File: src/rtl/usb2_ulpi_reg_arb_if.sv
// Register-access bundle between on-chip requesters, the ULPI register arbiter
// and the ULPI link engine.
interface usb2_ulpi_reg_arb_if #(
  parameter int NUM_REQ = 3
);
  logic [NUM_REQ-1:0]   req_valid;
  logic [NUM_REQ-1:0]   req_we;
  logic [8*NUM_REQ-1:0] req_addr;
  logic [8*NUM_REQ-1:0] req_wdata;
  logic [NUM_REQ-1:0]   req_done;
  logic [NUM_REQ-1:0]   req_err;
  logic [7:0]           req_rdata;
  logic                 phy_dir;
  logic                 pkt_busy;
  logic                 reg_go;
  logic                 reg_we;
  logic [7:0]           reg_addr;
  logic [7:0]           reg_wdata;
  logic                 reg_ack;
  logic                 reg_done;
  logic [7:0]           reg_rdata;
  logic                 busy;

  modport slave (
    input  req_valid, req_we, req_addr, req_wdata,
    input  phy_dir, pkt_busy, reg_ack, reg_done, reg_rdata,
    output req_done, req_err, req_rdata,
    output reg_go, reg_we, reg_addr, reg_wdata, busy
  );

  modport master (
    output req_valid, req_we, req_addr, req_wdata,
    output phy_dir, pkt_busy, reg_ack, reg_done, reg_rdata,
    input  req_done, req_err, req_rdata,
    input  reg_go, reg_we, reg_addr, reg_wdata, busy
  );
endinterface

File: src/rtl/usb2_ulpi_reg_arb.sv
// Round-robin arbiter sharing the ULPI PHY register channel among NUM_REQ requesters,
// with PHY-receive preemption before ack and a completion timeout after ack.
module usb2_ulpi_reg_arb #(
  parameter int NUM_REQ     = 3,
  parameter int TIMEOUT_CYC = 255
) (
  input logic                 phy_clk,
  input logic                 reset,
  usb2_ulpi_reg_arb_if.slave  bus
);
  localparam int IDX_W = $clog2(NUM_REQ);
  localparam logic [7:0] TIMEOUT_V = 8'(TIMEOUT_CYC);
  localparam logic [NUM_REQ-1:0] ONEHOT0 = {{(NUM_REQ-1){1'b0}}, 1'b1};
  localparam logic [IDX_W-1:0] LAST_IDX = IDX_W'(NUM_REQ - 1);

  typedef enum logic [2:0] {
    ST_IDLE  = 3'd0,
    ST_ARM   = 3'd1,
    ST_ISSUE = 3'd2,
    ST_WAIT  = 3'd3,
    ST_DONE  = 3'd4,
    ST_ERR   = 3'd5
  } state_t;

  state_t             state_r, state_s;
  logic [IDX_W-1:0]   grant_r, grant_s;
  logic [IDX_W-1:0]   rr_ptr_r, rr_ptr_s;
  logic [IDX_W-1:0]   pick_s;
  logic [IDX_W-1:0]   rr_next_s;
  logic [7:0]         timer_r, timer_s;
  logic               reg_go_r, reg_go_s;
  logic               reg_we_r, reg_we_s;
  logic [7:0]         reg_addr_r, reg_addr_s;
  logic [7:0]         reg_wdata_r, reg_wdata_s;
  logic [NUM_REQ-1:0] done_r, done_s;
  logic [NUM_REQ-1:0] err_r, err_s;
  logic [7:0]         rdata_r, rdata_s;
  logic               busy_r;

  // First requester at or after ptr, searching cyclically; the doubled vector
  // turns the wrap-around search into a plain shift.
  function automatic logic [IDX_W-1:0] rr_pick(input logic [NUM_REQ-1:0] valid,
                                                input logic [IDX_W-1:0]   ptr);
    logic [2*NUM_REQ-1:0] rot;
    logic [IDX_W:0]       idx;
    logic                 found;
    rot     = {valid, valid} >> ptr;
    rr_pick = ptr;
    found   = 1'b0;
    for (int k = 0; k < NUM_REQ; k++) begin
      if (!found && rot[k]) begin
        found   = 1'b1;
        idx     = {1'b0, ptr} + (IDX_W+1)'(k);
        idx     = (idx >= (IDX_W+1)'(NUM_REQ)) ? idx - (IDX_W+1)'(NUM_REQ) : idx;
        rr_pick = idx[IDX_W-1:0];
      end
    end
  endfunction

  assign pick_s    = rr_pick(bus.req_valid, rr_ptr_r);
  assign rr_next_s = (grant_r == LAST_IDX) ? {IDX_W{1'b0}} : grant_r + IDX_W'(1);

  // Next-state and next-register logic for the arbitration FSM.
  always_comb begin
    state_s     = state_r;
    grant_s     = grant_r;
    rr_ptr_s    = rr_ptr_r;
    timer_s     = timer_r;
    reg_go_s    = reg_go_r;
    reg_we_s    = reg_we_r;
    reg_addr_s  = reg_addr_r;
    reg_wdata_s = reg_wdata_r;
    done_s      = {NUM_REQ{1'b0}};
    err_s       = {NUM_REQ{1'b0}};
    rdata_s     = rdata_r;
    case (state_r)
      ST_IDLE: begin
        if (|bus.req_valid) begin
          grant_s     = pick_s;
          reg_we_s    = bus.req_we[pick_s];
          reg_addr_s  = bus.req_addr[{pick_s, 3'b000} +: 8];
          reg_wdata_s = bus.req_wdata[{pick_s, 3'b000} +: 8];
          state_s     = ST_ARM;
        end else begin
          state_s = ST_IDLE;
        end
      end
      ST_ARM: begin
        if (!bus.phy_dir && !bus.pkt_busy) begin
          reg_go_s = 1'b1;
          state_s  = ST_ISSUE;
        end else begin
          reg_go_s = 1'b0;
        end
      end
      ST_ISSUE: begin
        // An accepted ack wins over a simultaneous bus turnaround.
        if (bus.reg_ack) begin
          reg_go_s = 1'b0;
          timer_s  = 8'd0;
          if (bus.reg_done) begin
            rdata_s = reg_we_r ? rdata_r : bus.reg_rdata;
            done_s  = ONEHOT0 << grant_r;
            state_s = ST_DONE;
          end else begin
            state_s = ST_WAIT;
          end
        end else if (bus.phy_dir) begin
          reg_go_s = 1'b0;
          state_s  = ST_ARM;
        end else begin
          reg_go_s = 1'b1;
        end
      end
      ST_WAIT: begin
        if (bus.reg_done) begin
          rdata_s = reg_we_r ? rdata_r : bus.reg_rdata;
          done_s  = ONEHOT0 << grant_r;
          state_s = ST_DONE;
        end else if (timer_r >= TIMEOUT_V) begin
          err_s   = ONEHOT0 << grant_r;
          state_s = ST_ERR;
        end else begin
          timer_s = timer_r + 8'd1;
        end
      end
      ST_DONE, ST_ERR: begin
        rr_ptr_s = rr_next_s;
        state_s  = ST_IDLE;
      end
      default: begin
        reg_go_s = 1'b0;
        state_s  = ST_IDLE;
      end
    endcase
  end

  // State and output registers; reset abandons any in-flight access silently.
  always_ff @(posedge phy_clk or posedge reset) begin
    if (reset) begin
      state_r     <= ST_IDLE;
      grant_r     <= {IDX_W{1'b0}};
      rr_ptr_r    <= {IDX_W{1'b0}};
      timer_r     <= 8'd0;
      reg_go_r    <= 1'b0;
      reg_we_r    <= 1'b0;
      reg_addr_r  <= 8'd0;
      reg_wdata_r <= 8'd0;
      done_r      <= {NUM_REQ{1'b0}};
      err_r       <= {NUM_REQ{1'b0}};
      rdata_r     <= 8'd0;
      busy_r      <= 1'b0;
    end else begin
      state_r     <= state_s;
      grant_r     <= grant_s;
      rr_ptr_r    <= rr_ptr_s;
      timer_r     <= timer_s;
      reg_go_r    <= reg_go_s;
      reg_we_r    <= reg_we_s;
      reg_addr_r  <= reg_addr_s;
      reg_wdata_r <= reg_wdata_s;
      done_r      <= done_s;
      err_r       <= err_s;
      rdata_r     <= rdata_s;
      busy_r      <= (state_s != ST_IDLE);
    end
  end

  assign bus.reg_go    = reg_go_r;
  assign bus.reg_we    = reg_we_r;
  assign bus.reg_addr  = reg_addr_r;
  assign bus.reg_wdata = reg_wdata_r;
  assign bus.req_done  = done_r;
  assign bus.req_err   = err_r;
  assign bus.req_rdata = rdata_r;
  assign bus.busy      = busy_r;
endmodule
File: src/flat_wrapper.sv
// flat-port wrapper written by rule: the top's interface ports become plain ports
module usb2_ulpi_reg_arb_flat 
#(
  parameter int NUM_REQ     = 3,
  parameter int TIMEOUT_CYC = 255
)
  (phy_clk, reset, bus_req_valid, bus_req_we, bus_req_addr, bus_req_wdata, bus_phy_dir, bus_pkt_busy, bus_reg_ack, bus_reg_done, bus_reg_rdata, bus_req_done, bus_req_err, bus_req_rdata, bus_reg_go, bus_reg_we, bus_reg_addr, bus_reg_wdata, bus_busy);
  usb2_ulpi_reg_arb_if #(.NUM_REQ(NUM_REQ)) bus_i ();
  input logic phy_clk;
  input logic reset;
  input wire logic [$bits(bus_i.req_valid)-1:0] bus_req_valid;
  input wire logic [$bits(bus_i.req_we)-1:0] bus_req_we;
  input wire logic [$bits(bus_i.req_addr)-1:0] bus_req_addr;
  input wire logic [$bits(bus_i.req_wdata)-1:0] bus_req_wdata;
  input wire logic [$bits(bus_i.phy_dir)-1:0] bus_phy_dir;
  input wire logic [$bits(bus_i.pkt_busy)-1:0] bus_pkt_busy;
  input wire logic [$bits(bus_i.reg_ack)-1:0] bus_reg_ack;
  input wire logic [$bits(bus_i.reg_done)-1:0] bus_reg_done;
  input wire logic [$bits(bus_i.reg_rdata)-1:0] bus_reg_rdata;
  output wire logic [$bits(bus_i.req_done)-1:0] bus_req_done;
  output wire logic [$bits(bus_i.req_err)-1:0] bus_req_err;
  output wire logic [$bits(bus_i.req_rdata)-1:0] bus_req_rdata;
  output wire logic [$bits(bus_i.reg_go)-1:0] bus_reg_go;
  output wire logic [$bits(bus_i.reg_we)-1:0] bus_reg_we;
  output wire logic [$bits(bus_i.reg_addr)-1:0] bus_reg_addr;
  output wire logic [$bits(bus_i.reg_wdata)-1:0] bus_reg_wdata;
  output wire logic [$bits(bus_i.busy)-1:0] bus_busy;
  assign bus_i.req_valid = bus_req_valid;
  assign bus_i.req_we = bus_req_we;
  assign bus_i.req_addr = bus_req_addr;
  assign bus_i.req_wdata = bus_req_wdata;
  assign bus_i.phy_dir = bus_phy_dir;
  assign bus_i.pkt_busy = bus_pkt_busy;
  assign bus_i.reg_ack = bus_reg_ack;
  assign bus_i.reg_done = bus_reg_done;
  assign bus_i.reg_rdata = bus_reg_rdata;
  assign bus_req_done = bus_i.req_done;
  assign bus_req_err = bus_i.req_err;
  assign bus_req_rdata = bus_i.req_rdata;
  assign bus_reg_go = bus_i.reg_go;
  assign bus_reg_we = bus_i.reg_we;
  assign bus_reg_addr = bus_i.reg_addr;
  assign bus_reg_wdata = bus_i.reg_wdata;
  assign bus_busy = bus_i.busy;
  usb2_ulpi_reg_arb #(.NUM_REQ(NUM_REQ), .TIMEOUT_CYC(TIMEOUT_CYC)) u_core (.phy_clk(phy_clk), .reset(reset), .bus(bus_i));
endmodule
File: config.mk
export PLATFORM = sky130hd
export DESIGN_NAME = usb2_ulpi_reg_arb_flat
export DESIGN_NICKNAME = d
export VERILOG_FILES = /design/src/rtl/usb2_ulpi_reg_arb_if.sv /design/src/rtl/usb2_ulpi_reg_arb.sv /design/src/flat_wrapper.sv
export SDC_FILE = /design/constraint.sdc
export NUM_CORES = 1
export LEC_CHECK = 0
export ABC_AREA = 1
export CAP_MARGIN = 10
export CORE_ASPECT_RATIO = 1.4
export CORE_UTILIZATION = 41
export CTS_BUF_LIST = sky130_fd_sc_hd__clkbuf_16
export DETAILED_ROUTE_END_ITERATION = 12
export PLACE_DENSITY_LB_ADDON = 0.25
export SETUP_SLACK_MARGIN = 0.2
export SYNTH_ARGS = -nofsm -noshare
export SYNTH_HDL_FRONTEND = slang
export SYNTH_SLANG_ARGS = --single-unit
File: constraint.sdc
create_clock -name phy_clk -period 1.7 [get_ports phy_clk]
set_clock_uncertainty 0.2 [all_clocks]
set_input_delay 0.255 -clock phy_clk [delete_from_list [all_inputs] [get_ports phy_clk]]
set_output_delay 0.255 -clock phy_clk [all_outputs]
set_load 0.03 [all_outputs]
==> results.py <==
metrics = {
    "run_status": {
        "outcome": "complete, but fails checks",
        "violations": "setup timing",
    },
    "detailed_routing": {
        "route.detailed.drc": 0,
        "drt-total-wl_um": 9940,
        "first_iter_violations": 120,
        "dr_total_vias": 3294,
        "viasPerCell": 4.98,
        "wire_per_inst_um": 15.0,
        "ant_nets": 0,
        "firstDrtPassIters": 5,
    },
    "pwr": {
        "totalPowerFinal_w": 0.0102,
        "p_int_w": 0.00544,
        "leakage_nw": 2.62,
        "p_clk_frac": 0.128,
        "power.share.combinational": 0.687,
        "netSwitchingPower_w": 0.00478,
        "p_sw_frac": 0.468,
        "seq_power_share": 0.185,
        "max-vdd-ir-drop_v": 0.00126,
        "p_per_area_nw_per_um2": 1960,
    },
    "synth": {
        "syn_area_per_cell_um2": 7.24,
        "synth_cell_types": 33,
        "yosys_warnings": 0,
        "seq_area_frac_synth": 0.416,
        "syn-instance-count": 399,
        "async_reset_ff_frac": 1.00,
        "synthTopCellsByCount": "nand2_1, inv_1, nand3_1, dfrtp_1, nor2_1",
        "synth_fp_nets": 470,
        "synth.cell_area_um2": 2890,
        "yosys-top-cells-area": "dfrtp_1, nand2_1, nand3_1, inv_1, nor2_1",
        "synth_top_area_frac": 0.416,
        "synth_most_common_cell": "nand2_1",
        "ys_seq_elements": 48,
        "synth_area_leader_cell": "dfrtp_1",
        "ys.flop_type": "dfrtp_1",
        "synth_edf_count": 0,
    },
    "cts": {
        "htreeDepth": 2,
        "cts-buffers-inserted": 5,
        "clk_pin_slew_ns": 0.07,
        "cts-root-buf": "clkbuf_16",
        "insertion_delay_ns": 0.30,
        "cts_sinks": 48,
        "cts_tree": "built",
        "cts_max_path_buffers": 2,
    },
    "finish": {
        "area_growth_pct": 80.6,
        "num_antenna_cells": 0,
        "nets": 639,
        "utilization": 0.779,
        "layout-drive-gt1-share": 0.359,
    },
    "placed_design": {
        "dp_hpwl_um": 6000,
        "portBuffers": 100,
        "dp_slack_ns": -0.622,
        "gp_congestion": 0.886,
    },
    "critical_path": {
        "crit_path_max_incr_delay_ns": 0.45,
        "path_class": "reg2reg",
        "cp_data_required_time_ns": 1.68,
        "cp_cell_sequence": "clkinv_4 > ha_2 > inv_2 > nand3_2 > nand3_2 > nand2_4 > nand2_8 > nand2_1 > nand2_1 > nand3_1 > nand2_1",
        "crit_buf_inv": 2,
        "cp_max_fo": 6,
        "crit_top_cell": "nand2_1",
        "path_delay_family": "simple AND/OR/NAND/NOR gates",
        "cp-end-kind": "flop",
        "arrival_ns": 2.02,
        "slowest_stage": "dfrtp_2",
        "rrSetupSlack_ns": -0.33,
        "start_kind": "flop",
    },
    "timing": {
        "max_freq_mhz": 491,
        "tns_ns": -7.11,
        "post-route-period-util": 1.20,
        "post-route-min-period_ns": 2.03,
        "hold_ws_ns": 0.159,
        "worst_slack_ns": -0.335,
        "final_hold_viol_count": 0,
        "rsz0062_at_grt": "yes",
        "slew_headroom": 0.790,
        "maxSlewViolCount": 0,
        "worst_pin_slew_ns": 0.316,
        "finalSetupViolCount": 39,
    },
    "global_routing": {
        "track_usage": 0.252,
        "grt_pass1_wl_um": 14400,
        "antenna_found_initial": 0,
        "grt_start_max_net_pins": 49,
        "grt_pass1_vias": 3267,
        "grt_overflow": 0,
    },
    "worst_hold_path": {
        "hold_class": "in2async",
    },
    "die": {
        "fp.dieH_um": 101,
        "core_um2": 6700,
        "dieWidth_um": 72.9,
        "start_util": 0.431,
        "dieArea_um2": 7390,
        "rows": 35,
        "ios": 101,
    },
    "job": {
        "max_cap_viol_count": 0,
    },
}
power by group through the flow:
stage | clock [W] | combinational (W) | sequential [W]
after floorplan | 0 | 0.00280 | 0.00246
after global placement | 0 | 0.00538 | 0.00186
after detailed placement | 0 | 0.00550 | 0.00187
after CTS | 0.00131 | 0.00619 | 0.00187
after global routing | 0.00135 | 0.00754 | 0.00194
final | 0.00131 | 0.00702 | 0.00189
layer usage:
layer | vias up | global-route usage | share of wire
met5 | - | 0 | 0
met4 | 0 | 0.122 | 0.043
met3 | 34 | 0.0547 | 0.041
met2 | 113 | 0.466 | 0.56
met1 | 1542 | 0.266 | 0.36
li1 | 1605 | - | -
cell type report:
type / instances / area, um2
Clock buffer: 5 / 125
Clock inverter: 3 / 68.8
Fill cell: 464 / 1480
Inverter: 62 / 254
Multi-Input combinational cell: 281 / 1850
Sequential cell: 48 / 1200
Tap cell: 92 / 115
Timing Repair Buffer: 170 / 1600
flip-flops by register name, summed over array words and instances, names as in the netlist:
name and count:
u_core.bus.busy 1, u_core.bus.reg_addr 8, u_core.bus.reg_go 1, u_core.bus.reg_wdata 8, u_core.bus.reg_we 1, u_core.bus.req_done 3, u_core.bus.req_err 3, u_core.bus.req_rdata 8
u_core.grant_r 2, u_core.rr_ptr_r 2, u_core.state_r 3, u_core.timer_r 8
through the flow:
stage	instances	cell area, um2
3_5_place_dp	625	4370
6_report	661	5220
3_3_place_gp	625	4370
4_1_cts	647	4940
5_1_grt	661	5220
2_1_floorplan	399	2960
cells by family (layout without fill, tap and decap cells):
logic type	after synthesis	count (layout)	synth area share
compound gates	38	38	0.0815
buf+inv	73	240	0.109
simple gates	227	230	0.344
mux	8	8	0.0312
flops	48	48	0.416
xor+xnor	2	2	0.00607
fa+ha+maj	3	3	0.0130
cell usage in the layout (no fill, tap or decap), types with 3 or more instances in the layout:
| cell | count |
|---|---|
| clkdlybuf4s15_1 | 8 |
| nand2_1 | 85 |
| nor2_2 | 6 |
| a21oi_1 | 10 |
| clkdlybuf4s50_1 | 63 |
| a21boi_1 | 10 |
| nor3_2 | 3 |
| inv_2 | 8 |
| nand3_2 | 7 |
| nand3_1 | 41 |
| nand2_2 | 16 |
| nand4_1 | 3 |
| nand3_4 | 5 |
| buf_12 | 5 |
| inv_1 | 49 |
| o21ai_2 | 5 |
| buf_6 | 15 |
| mux2_2 | 7 |
| buf_4 | 46 |
| nand2_4 | 15 |
| dlygate4sd2_1 | 8 |
| nor2_1 | 30 |
| clkbuf_2 | 17 |
| nor2_4 | 9 |
| a21oi_2 | 3 |
| dfrtp_1 | 47 |
| clkbuf_16 | 6 |
what timing repair did:
action	4_1_cts	5_1_grt
resized for setup	146	74
hold buffers	0	0
endpoints found under the setup margin	77	71
cloned	1	4
pin swaps	18	27
setup buffers	13	10
final timing paths:
check | startpoint | end | cells after the start
setup / recovery | u_core.rr_ptr_r[0] | u_core.bus.reg_wdata[4] | 11
hold / removal | reset | u_core.bus.req_rdata[1] | 3
setup reg to reg | u_core.rr_ptr_r[0] | u_core.bus.reg_wdata[4] | 11
hold reg to reg | u_core.bus.req_rdata[4] | u_core.bus.req_rdata[4] | 1
max in group asynchronous | reset | u_core.rr_ptr_r[0] | 3
min in group phy_clk | bus_reg_ack | u_core.bus.reg_go | 3
worst register-to-register path: cells and delay by family, from the launching register on:
family	cells	cell delay [ns]
and+or+nand+nor	8	0.75
buffers and inverters	2	0.18
adders and majority gates	1	0.34
DFF	1	0.45
Note: power is estimated with default switching activity, not from simulation.
